[config.mk]
export PLATFORM = sky130hd
export DESIGN_NAME = box_motion
export DESIGN_NICKNAME = d
export VERILOG_FILES = /design/src/rtl/box_motion.sv
export SDC_FILE = /design/constraint.sdc
export NUM_CORES = 1
export LEC_CHECK = 0
export BUFFER_PORTS_ARGS = -buffer_cell sky130_fd_sc_hd__buf_4
export CORE_ASPECT_RATIO = 0.75
export CORE_MARGIN = 8
export CORE_UTILIZATION = 30
export DETAILED_ROUTE_END_ITERATION = 10
export SLEW_MARGIN = 20
export SYNTH_ARGS = -nofsm -noshare
export SYNTH_HDL_FRONTEND = slang
export SYNTH_SLANG_ARGS = --single-unit
[constraint.sdc]
create_clock -name clk -period 3 [get_ports clk]
set_input_delay 0.3 -clock clk [delete_from_list [all_inputs] [get_ports clk]]
set_output_delay 0.3 -clock clk [all_outputs]
set_load 0.005 [all_outputs]
[src/rtl/box_motion.sv]
// Per-frame box position generator: manual button moves or auto edge bouncing, updated once at vertical blank.
// Optional macro BOX_MOTION_AUTO_EN enables auto/bounce mode; without it the block is manual-only and bounce is 0.
module box_motion #(
    parameter int BOX_X    = 320,
    parameter int BOX_Y    = 240,
    parameter int SIZE     = 32,
    parameter int H_ACTIVE = 640,
    parameter int V_ACTIVE = 480,
    parameter int STEP     = 4,
    parameter int SPEED    = 2
) (
    input  logic       clk,
    input  logic       rst_n,
    input  logic [9:0] y,
    input  logic       btn_up,
    input  logic       btn_down,
    input  logic       btn_left,
    input  logic       btn_right,
    input  logic       auto_mode,
    output logic [9:0] box_x,
    output logic [9:0] box_y,
    output logic       frame_tick,
    output logic       bounce
);

    localparam logic signed [10:0] X_MIN  = 11'(SIZE / 2);
    localparam logic signed [10:0] X_MAX  = 11'(H_ACTIVE - 1 - SIZE / 2);
    localparam logic signed [10:0] Y_MIN  = 11'(SIZE / 2);
    localparam logic signed [10:0] Y_MAX  = 11'(V_ACTIVE - 1 - SIZE / 2);
    localparam logic signed [10:0] STEP_S = 11'(STEP);

    logic [4:0] sync_q1;
    logic [4:0] sync_q2;
    logic       blank_d;
    logic       at_blank;
    logic       upd;

    logic up_s, down_s, left_s, right_s;

    logic signed [10:0] pos_x, pos_y;
    logic signed [10:0] man_x, man_y;
    logic signed [10:0] nxt_x, nxt_y;

    function automatic logic signed [10:0] clamp(input logic signed [10:0] v,
                                                 input logic signed [10:0] lo,
                                                 input logic signed [10:0] hi);
        if (v < lo)
            return lo;
        else if (v > hi)
            return hi;
        else
            return v;
    endfunction

    // Two-flop synchroniser; bit 4 carries auto_mode even when it is not used.
    always_ff @(posedge clk or negedge rst_n) begin
        if (!rst_n) begin
            sync_q1 <= '0;
            sync_q2 <= '0;
        end else begin
            sync_q1 <= {auto_mode, btn_right, btn_left, btn_down, btn_up};
            sync_q2 <= sync_q1;
        end
    end

    assign up_s    = sync_q2[0];
    assign down_s  = sync_q2[1];
    assign left_s  = sync_q2[2];
    assign right_s = sync_q2[3];

    assign at_blank = (y == 10'(V_ACTIVE));
    assign upd      = at_blank && !blank_d;

    assign pos_x = $signed({1'b0, box_x});
    assign pos_y = $signed({1'b0, box_y});

    always_comb begin
        man_x = pos_x;
        man_y = pos_y;
        if (right_s && !left_s)
            man_x = pos_x + STEP_S;
        else if (left_s && !right_s)
            man_x = pos_x - STEP_S;
        if (down_s && !up_s)
            man_y = pos_y + STEP_S;
        else if (up_s && !down_s)
            man_y = pos_y - STEP_S;
        man_x = clamp(man_x, X_MIN, X_MAX);
        man_y = clamp(man_y, Y_MIN, Y_MAX);
    end

`ifdef BOX_MOTION_AUTO_EN
    localparam logic signed [10:0] SPEED_S = 11'(SPEED);

    logic               auto_s;
    logic               dir_x, dir_y;
    logic               nxt_dir_x, nxt_dir_y;
    logic signed [10:0] aut_x, aut_y;
    logic               flip;

    assign auto_s = sync_q2[4];

    // Overshooting or touching an edge parks the box on it and reverses that axis.
    always_comb begin
        aut_x     = dir_x ? pos_x + SPEED_S : pos_x - SPEED_S;
        aut_y     = dir_y ? pos_y + SPEED_S : pos_y - SPEED_S;
        nxt_dir_x = dir_x;
        nxt_dir_y = dir_y;
        if (aut_x >= X_MAX) begin
            aut_x     = X_MAX;
            nxt_dir_x = 1'b0;
        end else if (aut_x <= X_MIN) begin
            aut_x     = X_MIN;
            nxt_dir_x = 1'b1;
        end
        if (aut_y >= Y_MAX) begin
            aut_y     = Y_MAX;
            nxt_dir_y = 1'b0;
        end else if (aut_y <= Y_MIN) begin
            aut_y     = Y_MIN;
            nxt_dir_y = 1'b1;
        end
        flip  = (nxt_dir_x != dir_x) || (nxt_dir_y != dir_y);
        nxt_x = auto_s ? aut_x : man_x;
        nxt_y = auto_s ? aut_y : man_y;
    end

    always_ff @(posedge clk or negedge rst_n) begin
        if (!rst_n) begin
            dir_x  <= 1'b1;
            dir_y  <= 1'b1;
            bounce <= 1'b0;
        end else if (upd && auto_s) begin
            dir_x  <= nxt_dir_x;
            dir_y  <= nxt_dir_y;
            bounce <= flip;
        end else begin
            bounce <= 1'b0;
        end
    end
`else
    logic unused_auto;

    assign unused_auto = sync_q2[4];
    assign nxt_x       = man_x;
    assign nxt_y       = man_y;
    assign bounce      = 1'b0;
`endif

    always_ff @(posedge clk or negedge rst_n) begin
        if (!rst_n) begin
            blank_d    <= 1'b0;
            box_x      <= 10'(BOX_X);
            box_y      <= 10'(BOX_Y);
            frame_tick <= 1'b0;
        end else begin
            blank_d    <= at_blank;
            frame_tick <= upd;
            if (upd) begin
                box_x <= nxt_x[9:0];
                box_y <= nxt_y[9:0];
            end
        end
    end

endmodule

## After elaboration in Yosys (flattened, before gate mapping)

Cells that the tools add are included.

| word-level totals | value |
|---|---|
| register bits | 30 |
| output and inout bits | 22 |
| logic and storage cells | 33 |

| operators by class | value |
|---|---|
| add/sub/neg operators | 4 |
| order comparisons | 4 |
| eq/ne operators | 1 |
| muxes and demuxes | 8 |
| reduce and logical (&&, ||, !) cells | 10 |

Operator list:

| kind | count |
|---|---|
| 11-bit two-way mux | 4 |
| 10-bit two-way mux | 4 |
| 10-bit by 3-bit adder with 11-bit output, second input constant | 2 |
| 11-bit by 6-bit less-than comparator with 1-bit output, second input constant | 2 |
| 10-bit by 3-bit subtractor with 11-bit output, second input constant | 2 |
| 11-bit by 10-bit greater-than comparator with 1-bit output, second input constant | 1 |
| 11-bit greater-than comparator, second input constant | 1 |
| 10-bit by 9-bit equality test with 1-bit output, second input constant | 1 |
| 1-bit logical AND | 5 |
| 1-bit zero test | 5 |

## Depth between registers and ports, before layout

Gate-level depths: netlist (run 1).

| logic depth | value |
|---|---|
| depth in word-level cells | 7 |
| gate-level depth with buffers | 9 |

## Worst setup path after synthesis (run 1)

Ideal clock, no wire load.

| timing path | value |
|---|---|
| kind | register -> register |
| start point | reg box_y[2] |
| end point | reg box_y[4] |
| data arrival time | 2.317 ns |
| path slack | 0.601 ns |
| cell stages (with the launch flop) | 10 |
| path buffers | 0 |
| clock period less this slack | 2.399 ns |
| path through | dfrtp_1 inv_1 ha_1 or3b_1 nor4_1 a31oi_1 xor2_1 o41ai_4 o21ai_1 a211o_1 |

| between the ends | value |
|---|---|
| word-level cells in the longest chain between the ends | 6 |
| elaborated cells on any way between the ends | 8 |

Ends and longest elaborated chain:

| element | RTL line | text |
|---|---|---|
| from (decl) | 21 | `output logic [9:0] box_y,` |
| from (signal assigned) | 154 | `box_y <= 10'(BOX_Y);` |
| from (signal assigned) | 161 | `box_y <= nxt_y[9:0];` |
| 10-bit by 3-bit subtractor with 11-bit output | 87 | `man_y = pos_y - STEP_S;` |
| 11-bit two-way mux | 86 | `else if (up_s && !down_s)` |
| 11-bit two-way mux (*) | 84 | `if (down_s && !up_s)` |
| 11-bit by 10-bit greater-than comparator with 1-bit output | 49 | `else if (v > hi)` |
| 10-bit two-way mux | 49 |  |
| 10-bit two-way mux (*) | 47 | `if (v < lo)` |

Every way passes the cells marked *; elsewhere a longest branch is shown, timed or not.
A chain may end at the register's enable or synchronous reset.

## Worst setup path in the final report (run 1)

Ends and elaborated chain as after synthesis.

==> results.py, run 1 <==
metrics = {
    "timing": {
        "worstMarginPinSlew_ns": 0.5406,
        "maxSlewHeadroom_pct": 63.70,
        "max_freq_mhz": 375.0,
        "finalClockSkew_ns": 0.004638,
        "fin_ws_ns": 0.3334,
        "post-route-period-util_pct": 88.89,
        "setup_viol": 0,
        "rsz0062_at_grt": "false",
        "final-hold-violation-count": 0,
        "fin_crit_ns": 2.667,
        "tns_ns": 0,
        "drv_slew": 0,
    },
    "yosys": {
        "synth_compound_area_share_pct": 20.60,
        "synthArstFlopShare_pct": 100.0,
        "yosys.area_share.adder_pct": 2.851,
        "yosysSeqAreaShare_pct": 40.34,
        "synth_top_family_by_area": "simple AND/OR/NAND/NOR gates",
        "synthSimpleGateAreaFrac_pct": 23.38,
        "avgSynthCellArea_um2": 9.438,
        "syn-cell-area_um2": 1755,
        "synth.distinct_cells": 60,
        "synthMuxAreaShare_pct": 1.140,
        "syn_inst": 186,
        "ys_warn_count": 0,
        "synthesis.nets": 207,
        "synth_xor_area_share_pct": 6.486,
        "synth-main-ff-cell": "dfrtp_1",
        "synth-edff-count": 0,
        "synth_seq_cells": 28,
    },
    "power": {
        "p_clk_share_pct": 37.9,
        "p_int_mw": 0.6095,
        "p_per_area_nw_per_um2": 361.4,
        "p_sw_share_pct": 21.87,
        "p_leak_nw": 0.9890,
        "seq_power_share_pct": 51.4,
        "p_comb_share_pct": 10.7,
        "switching_power_mw": 0.1706,
        "power_mw": 0.7801,
        "peakVddDrop_mv": 0.1336,
    },
    "global_route": {
        "grt.total_usage_pct": 9.475,
        "grt_pass1_vias": 1384,
        "grt_pass1_wl_mm": 6.824,
        "grt_overflow": 0,
        "grt_max_degree": 29,
        "antenna_found_initial": 0,
    },
    "setup_path": {
        "path_cells": "inv_1 > ha_1 > or3b_1 > nor4_1 > a31oi_1 > xor2_1 > o41ai_4 > o21ai_1 > a211o_1",
        "slowest_stage": "o41ai_4",
        "cp_data_arrival_time_ns": 2.87,
        "timing.reg2reg.worst_path_depth": 9,
        "cp.required_ns": 3.21,
        "critPathLaunch": "box_y[2]",
        "rrSetupSlack_ns": 0.33,
        "worstSetupEndpointType": "flop",
        "r2r-start": "box_y[2]",
        "crit_type": "reg -> reg",
        "r2r_end": "box_y[4]",
        "critPathMaxStageDelay_ns": 0.57,
        "cp_max_fo": 7,
        "cp-start-kind": "flop",
        "endpoint": "box_y[4]",
    },
    "placed_design": {
        "portBuffers": 36,
        "dp_cells": 292,
        "dp_hpwl_mm": 3.073,
        "gp_congestion": 0.8335,
        "pre_cts_ws_ns": 0.3672,
    },
    "floorplan": {
        "fp.dieH_um": 82.25,
        "initial_core_util_pct": 30.61,
        "fp.dieW_um": 104.3,
        "pin_count": 39,
        "fp-row-count": 24,
        "dieArea_um2": 8581,
        "core_um2": 5736,
    },
    "detailed_routing": {
        "via_count": 1454,
        "wl_per_cell_um": 13.24,
        "drc_errors": 0,
        "viasPerCell": 4.896,
        "antenna_left": 0,
        "first_iter_violations": 72,
        "routed_wl_mm": 3.932,
        "drt_pass1_iterations": 4,
    },
    "cts": {
        "cts_sinks": 28,
        "cts_buffers": 3,
        "htree_levels": 1,
        "tritoncts": "built",
        "max-clock-path-buffers": 2,
        "cts_resized": 0,
        "path_clk_slew_ns": 0.10,
        "worstSkewPairLatency_ns": 0.27,
        "cts_root_buf": "clkbuf_8",
    },
    "cells_and_area": {
        "regArea_um2": 708.2,
        "diodes": 0,
        "final_layout_size_suffix_gt1_share_pct": 26.48,
        "area_growth_pct": 22.95,
        "finalNonFillerCells": 297,
        "nNetsFinal": 241,
        "fillers": 593,
        "multi_input_area_um2": 959.7,
    },
    "min_path": {
        "hold_class": "in -> reg",
    },
    "status": {
        "outcome": "finished clean",
    },
    "flow_run": {
        "cap_violations": 0,
    },
}
## worst max-delay path: cells and delay by family (launching register included)
kind	cells	cell delay [ns]
compound gates	4	1.07
simple gates	2	0.59
flops	1	0.46
xor+xnor	1	0.20
fa+ha+maj	1	0.17
buf+inv	1	0.12
## state kept, by name, summed over array words and instances, names as in the netlist
name and count:
box_y 9, sync_q1 4, frame_tick 1, box_x 9, sync_q2 4, blank_d 1
## per-stage QoR
step,hold slack (ns),utilization (%),cell area (um2)
floorplan,0.004409,-,1755
global placement,0.2353,36.21,2077
detailed placement,0.2388,36.21,2077
CTS,0.1172,37.63,2158
global route,0.09924,37.63,2158
finish,0.1224,37.63,2158
## kinds of logic after synthesis
kind of cell             after synthesis
AND/OR/NAND/NOR                       74
buffers and inverters                 18
adder cells (fa/ha/maj)                4
AO/OA/AOI/OAI                         46
flip-flops                            28
multiplexers                           2
XOR/XNOR                              13
other                                  1
## power by group through the flow
| stage | sequential, mW | combinational [mW] | clock [mW] |
|---|---|---|---|
| finish | 0.401 | 0.0836 | 0.295 |
| global route | 0.404 | 0.0947 | 0.323 |
| CTS | 0.401 | 0.0847 | 0.304 |
| detailed placement | 0.408 | 0.0835 | 0 |
| global placement | 0.408 | 0.0816 | 0 |
| floorplan | 0.404 | 0.0501 | 0 |
## Yosys cell counts, types with 4 or more instances
| master | instances | area [um2] |
|---|---|---|
| a22oi_1 | 4 | 30.03 |
| nor4_1 | 4 | 25.02 |
| ha_1 | 4 | 50.05 |
| dfstp_2 | 6 | 157.7 |
| a21oi_1 | 8 | 40.04 |
| nand2_1 | 9 | 33.78 |
| inv_1 | 8 | 30.03 |
| xor2_1 | 7 | 61.31 |
| dfrtp_1 | 22 | 550.5 |
| nor3_1 | 6 | 30.03 |
| clkbuf_1 | 4 | 15.01 |
| nand3_1 | 8 | 40.04 |
| nor2_1 | 19 | 71.32 |
| o21ai_1 | 4 | 20.02 |
| xnor2_1 | 6 | 52.55 |
## layer usage
metal	wire, um	part of all wire, %	global-route usage [%]	vias to the layer above
li1	-	-	-	743
met1	2205	56	13.61	672
met2	1517	39	13.39	37
met3	198	5.0	3.256	2
met4	11	0.28	1.727	0
met5	0	0	0	-
## repair_timing
item / in CTS / in global routing
endpoints found under the hold margin: 22 / 0
setup buffers: 0 / 0
hold buffers: 1 / 0
## how the worst min path moves through the flow
stage / start / to / slack, ns / depth (start not counted)
final: btn_up / sync_q1[0] / 0.12 / 1
after global routing: btn_down / sync_q1[1] / 0.1 / 1
after CTS: btn_down / sync_q1[1] / 0.12 / 1
after detailed placement: rst_n / box_y[9] / 0.24 / 1
after global placement: rst_n / box_y[9] / 0.24 / 1
after floorplan: rst_n / blank_d / 0.004 / 0
## cell type report
class / count / share of cell area (%)
clock buffer: 3 / 1.913
clock inverter: 1 / 1.391
inverter: 9 / 1.565
multi-input combinational: 140 / 44.46
sequential: 28 / 32.81
tap: 78 / 4.522
timing repair buffer: 38 / 13.33
## placed cells by master, fill, tap and decap left out, types with 3 or more instances in the layout
master    netlist  routed
dfstp_2         6       6
nand2_1         9       9
nor2_1         19      19
xnor2_1         6       6
dfrtp_1        22      22
a21oi_1         8       8
nand3_1         8       8
o31ai_1         3       3
ha_1            4       4
and3_1          3       3
nor2b_1         3       3
clkbuf_8        0       3
a211oi_1        3       3
xor2_1          7       7
buf_4           3      37
a22oi_1         4       4
nor4_1          4       4
o21ai_1         4       4
o22ai_1         3       3
nor3_1          6       6
o21ai_0         3       3
inv_1           8       8
a21o_1          3       3
Note: power is estimated with default switching activity, not from simulation.
==> inputs of run 2 (changes only) <==
--- a/config.mk
+++ b/config.mk
@@ -10,6 +10,7 @@
 export CORE_MARGIN = 8
 export CORE_UTILIZATION = 30
 export DETAILED_ROUTE_END_ITERATION = 10
+export RECOVER_POWER = 100
 export SLEW_MARGIN = 20
 export SYNTH_ARGS = -nofsm -noshare
 export SYNTH_HDL_FRONTEND = slang
==> constraint.sdc (replaced) <==
create_clock -name clk -period 2.9 [get_ports clk]
set_input_delay 0.29 -clock clk [delete_from_list [all_inputs] [get_ports clk]]
set_output_delay 0.29 -clock clk [all_outputs]
set_load 0.005 [all_outputs]
==> run 2 against run 1 <==
Against the previous run: non-clock buffer count unchanged; largest power group unchanged; cell count unchanged; first-iteration DRC count decreased by 11%; largest cell class unchanged.
==> results.py, run 2 (synthesis gave the netlist of run 1 again) <==
metrics = {
    "detailed_routing": {
        "drc_errors": 0,
        "drt_pass1_iterations": 4,
        "routed_wl_mm": 3.870,
        "via_count": 1468,
        "antenna_left": 0,
        "wl_per_cell_um": 13.03,
        "first_iter_violations": 64,
        "viasPerCell": 4.943,
    },
    "floorplan": {
        "dieArea_um2": 8581,
        "fp.dieW_um": 104.3,
        "initial_core_util_pct": 30.61,
        "core_um2": 5736,
        "fp.dieH_um": 82.25,
        "pin_count": 39,
        "fp-row-count": 24,
    },
    "cts": {
        "tritoncts": "built",
        "path_clk_slew_ns": 0.10,
        "post-cts-setup-buffer-count": 0,
        "cts_root_buf": "clkbuf_8",
        "worstSkewPairLatency_ns": 0.28,
        "cts_sinks": 28,
        "htree_levels": 1,
        "max-clock-path-buffers": 2,
        "cts_buffers": 3,
    },
    "placed_design": {
        "dp_cells": 292,
        "portBuffers": 36,
        "dp_hpwl_mm": 3.077,
        "gp_congestion": 0.8372,
        "placed_area_um2": 2077,
    },
    "timing": {
        "setup_viol": 0,
        "max_freq_mhz": 370.9,
        "maxSlewHeadroom_pct": 1.585,
        "worstMarginPinSlew_ns": 1.476,
        "tns_ns": 0,
        "finalClockSkew_ns": 0.007227,
        "post-route-period-util_pct": 92.97,
        "final-hold-violation-count": 0,
        "rsz0062_at_grt": "false",
        "drv_slew": 0,
        "fin_crit_ns": 2.696,
    },
    "cells_and_area": {
        "final_core_utilization_pct": 37.26,
        "design_area_um2": 2137,
        "finalNonFillerCells": 297,
        "largest_registers": "box_x (9), box_y (9)",
        "diodes": 0,
        "final_common_cell": "dfrtp_1",
        "final_layout_size_suffix_gt1_share_pct": 21.46,
        "area_growth_pct": 21.74,
        "nNetsFinal": 241,
        "final_cell_mix": "dfrtp_1, nor2_1, clkbuf_4, buf_4, nand2_1",
    },
    "status": {
        "outcome": "finished clean",
    },
    "global_route": {
        "grtUsageMet3_pct": 3.256,
        "busiest_layer": "met1",
        "gr-usage-met1_pct": 12.84,
        "antenna_found_initial": 0,
        "grt.total_usage_pct": 9.089,
        "grt_max_degree": 29,
        "grt_pass1_wl_mm": 6.568,
        "grt_overflow": 0,
        "grtUsageMet2_pct": 12.82,
        "grt_pass1_vias": 1359,
    },
    "min_path": {
        "hold_class": "in -> reg",
    },
    "flow_run": {
        "cap_violations": 0,
    },
    "setup_path": {
        "crit_type": "reg -> reg",
        "cp-start-kind": "flop",
        "cp.required_ns": 3.11,
        "cp_max_fo": 7,
        "path_cells": "inv_1 > ha_1 > or3b_1 > nor4_1 > a31oi_1 > xor2_1 > o41ai_4 > o21ai_0 > a211o_1",
        "slowest_stage": "o41ai_4",
        "worstSetupEndpointType": "flop",
        "critPathMaxStageDelay_ns": 0.57,
        "cp_data_arrival_time_ns": 2.91,
    },
    "power": {
        "p_per_area_nw_per_um2": 377.1,
        "p_leak_nw": 0.9682,
        "peakVddDrop_mv": 0.1505,
        "power_mw": 0.8059,
    },
}
## run 2: cell type report
type	instances	area, um2
repair buffers	38	272.8
flip-flops and latches	28	708.2
clock buffers	3	41.29
well taps	78	97.59
clock inverters	1	30.03
multi-input cells	140	953.4
fillers	610	3598
inverters	9	33.78
## run 2: final timing paths
kind,end,from,depth (start not counted),slack (ns)
setup / recovery,box_y[4],box_y[2],9,0.20
hold / removal,sync_q1[1],btn_down,1,0.13
setup reg to reg,box_y[4],box_y[2],9,0.20
hold reg to reg,sync_q2[0],sync_q1[0],0,0.36
max in group asynchronous,box_x[4],rst_n,2,1.15
min in group asynchronous,box_y[9],rst_n,2,0.89
## run 2: layer usage
layer  part of all wire [%]  up-vias
met5                      0        -
met4                   0.75        0
met3                    5.5        4
met2                     39       39
met1                     55      682
li1                       -      743
## run 2: metrics by stage
step	worst slack, ns	hold WS (ns)
global placement	0.3045	0.2263
detailed placement	0.2503	0.2310
finish	0.2038	0.1300
CTS	0.2313	0.1056
floorplan	0.5009	-0.005591
global route	0.05123	0.1108
## run 2: what timing repair did
action                                 4_1_cts  5_1_grt
endpoints found under the hold margin       22        0
hold buffers                                 1        0
gates resized for setup                      0        0
## run 2: critical path: cells and delay by family (launching register included)
| family | cells | cell delay, ns |
|---|---|---|
| xor+xnor | 1 | 0.21 |
| buf+inv | 1 | 0.13 |
| fa+ha+maj | 1 | 0.16 |
| flops | 1 | 0.46 |
| compound gates | 4 | 1.10 |
| simple gates | 2 | 0.57 |
## run 2: power by group
part	switching (mW)	internal, mW
logic	0.0406	0.0433
clock network	0.123	0.185
registers	0.0135	0.400
total	0.178	0.628
==> inputs of run 3 (changes only) <==
--- a/config.mk
+++ b/config.mk
@@ -10,6 +10,7 @@
 export CORE_MARGIN = 8
 export CORE_UTILIZATION = 30
 export DETAILED_ROUTE_END_ITERATION = 10
+export PLACE_DENSITY_LB_ADDON = 0.12
 export RECOVER_POWER = 100
 export SLEW_MARGIN = 20
 export SYNTH_ARGS = -nofsm -noshare
==> run 3 against run 2 <==
Against the previous run: the flow now finishes with violations (capacitance limit, slew limit); final area rose by 1.0%; clock skew rose by 0.00069 ns; global-route usage up 0.78 points; first-iteration DRC count rose by 31%; routed wire length up 7.0%.
==> results.py, run 3 (synthesis gave the netlist of run 1 again) <==
metrics = {
    "status": {
        "outcome": "finished with violations",
        "violations": "capacitance limit, slew limit",
    },
    "timing": {
        "max_freq_mhz": 383.0,
        "post-route-period-util_pct": 90.03,
        "maxSlewHeadroom_pct": -2.678,
        "worstMarginPinSlew_ns": 1.540,
        "finalClockSkew_ns": 0.007915,
        "drv_slew": 29,
        "final-hold-violation-count": 0,
        "setup_viol": 0,
        "rsz0062_at_grt": "false",
        "tns_ns": 0,
        "fin_crit_ns": 2.611,
    },
    "cells_and_area": {
        "nNetsFinal": 243,
        "diodes": 0,
        "fillers": 571,
        "final_cell_mix": "dfrtp_1, nor2_1, buf_4, clkbuf_4, nand2_1",
        "final_common_cell": "dfrtp_1",
        "final_layout_size_suffix_gt1_share_pct": 22.62,
        "multi_input_area_um2": 959.7,
        "finalNonFillerCells": 299,
        "regArea_um2": 708.2,
        "largest_registers": "box_x (9), box_y (9)",
        "area_growth_pct": 22.95,
    },
    "setup_path": {
        "worst-path-buf-inv": 1,
        "worstSetupEndpointType": "flop",
        "crit_type": "reg -> reg",
        "critPathTopFamily": "compound AO/OA/AOI/OAI gates",
        "critPathMaxStageDelay_ns": 0.58,
        "cp_data_arrival_time_ns": 2.82,
        "path_cells": "or4_4 > o32ai_2 > xor2_1 > inv_2 > o41ai_4 > o21ai_1 > a211o_1",
        "cp.required_ns": 3.11,
        "cp_max_fo": 8,
        "cp-start-kind": "flop",
        "slowest_stage": "or4_4",
    },
    "global_route": {
        "grt.total_usage_pct": 9.868,
        "grt_pass1_vias": 1445,
        "grt_pass1_wl_mm": 7.079,
        "busiest_layer": "met2",
        "grtUsageMet2_pct": 14.47,
        "antenna_found_initial": 0,
        "grtUsageMet3_pct": 3.721,
        "grt_overflow": 0,
        "grt_max_degree": 29,
        "gr-usage-met1_pct": 13.63,
    },
    "power": {
        "p_clk_share_pct": 38.1,
        "peakVddDrop_mv": 0.1916,
        "seq_power_share_pct": 51.0,
        "p_int_mw": 0.6296,
        "switching_power_mw": 0.1807,
        "p_comb_share_pct": 10.8,
        "p_leak_nw": 0.9796,
        "p_per_area_nw_per_um2": 375.5,
        "p_sw_share_pct": 22.30,
    },
    "cts": {
        "post-cts-setup-buffer-count": 0,
        "htree_levels": 1,
        "cts_buffers": 3,
        "cts_sinks": 28,
        "tritoncts": "built",
        "max-clock-path-buffers": 2,
        "worstSkewPairLatency_ns": 0.28,
        "path_clk_slew_ns": 0.10,
        "cts_root_buf": "clkbuf_8",
    },
    "floorplan": {
        "fp.dieH_um": 82.25,
        "core_um2": 5736,
        "fp.dieW_um": 104.3,
        "fp-row-count": 24,
        "dieArea_um2": 8581,
        "pin_count": 39,
        "initial_core_util_pct": 30.61,
    },
    "detailed_routing": {
        "via_count": 1471,
        "drt_pass1_iterations": 4,
        "viasPerCell": 4.920,
        "routed_wl_mm": 4.142,
        "drc_errors": 0,
        "wl_per_cell_um": 13.85,
        "first_iter_violations": 84,
        "antenna_left": 0,
    },
    "min_path": {
        "hold_class": "in -> reg",
    },
    "placed_design": {
        "dp_hpwl_mm": 3.145,
        "gp_congestion": 0.7737,
        "dp_cells": 294,
        "portBuffers": 36,
    },
    "flow_run": {
        "cap_violations": 1,
    },
}
-- run 3: changes by cell type in the layout (fill, tap and decap cells not counted) --
cell       before  now
a2111oi_0       1    0
o21ai_1         1    2
buf_4          15   19
a2111oi_2       0    1
o21ai_0         6    5
clkbuf_4       18   16
-- run 3: power by group through the flow --
| stage | sequential, mW | combinational (mW) | clock (mW) |
|---|---|---|---|
| final | 0.413 | 0.0879 | 0.309 |
| after global routing | 0.415 | 0.0989 | 0.335 |
| after CTS | 0.414 | 0.0907 | 0.323 |
| after detailed placement | 0.422 | 0.0894 | 0 |
| after global placement | 0.422 | 0.0889 | 0 |
| after floorplan | 0.418 | 0.0518 | 0 |
-- run 3: final cells by class --
cell class | instances | share of cell area, %
timing repair buffer | 40 | 13.33
inverter | 9 | 1.565
multi-input combinational | 140 | 44.46
tap | 78 | 4.522
clock inverter | 1 | 1.391
clock buffer | 3 | 1.913
sequential | 28 | 32.81
-- run 3: final timing paths --
kind | end | cells past startpoint | slack (ns) | from
hold / removal | sync_q1[1] | 1 | 0.13 | btn_down
max in group asynchronous | box_x[4] | 2 | 1.09 | rst_n
setup / recovery | box_y[4] | 7 | 0.29 | box_y[3]
setup reg to reg | box_y[4] | 7 | 0.29 | box_y[3]
min in group asynchronous | box_x[2] | 2 | 0.92 | rst_n
hold reg to reg | sync_q2[3] | 0 | 0.36 | sync_q1[3]
-- run 3: timing repair --
action,4_1_cts,5_1_grt
endpoints found under the hold margin,22,0
resized for setup,0,0
hold buffers,1,0
setup endpoints to repair,0,2
-- run 3: routing by layer --
metal  vias to the layer above  routed length, um
li1                        748                  -
met1                       688               2264
met2                        33               1621
met3                         2                240
met4                         0                 16
met5                         -                  0
-- run 3: through the flow --
step	power (mW)	hold WS (ns)	setup slack [ns]	area (um2)	utilization, %
final	0.8104	0.1311	0.2892	2158	37.63
after global routing	0.8492	0.1101	0.09888	2158	37.63
after CTS	0.8282	0.09826	0.2273	2173	37.89
after detailed placement	0.5110	0.2386	0.2638	2092	36.47
after global placement	0.5104	0.2328	0.2873	2092	36.47
after floorplan	0.4702	-0.005591	0.5009	1755	-
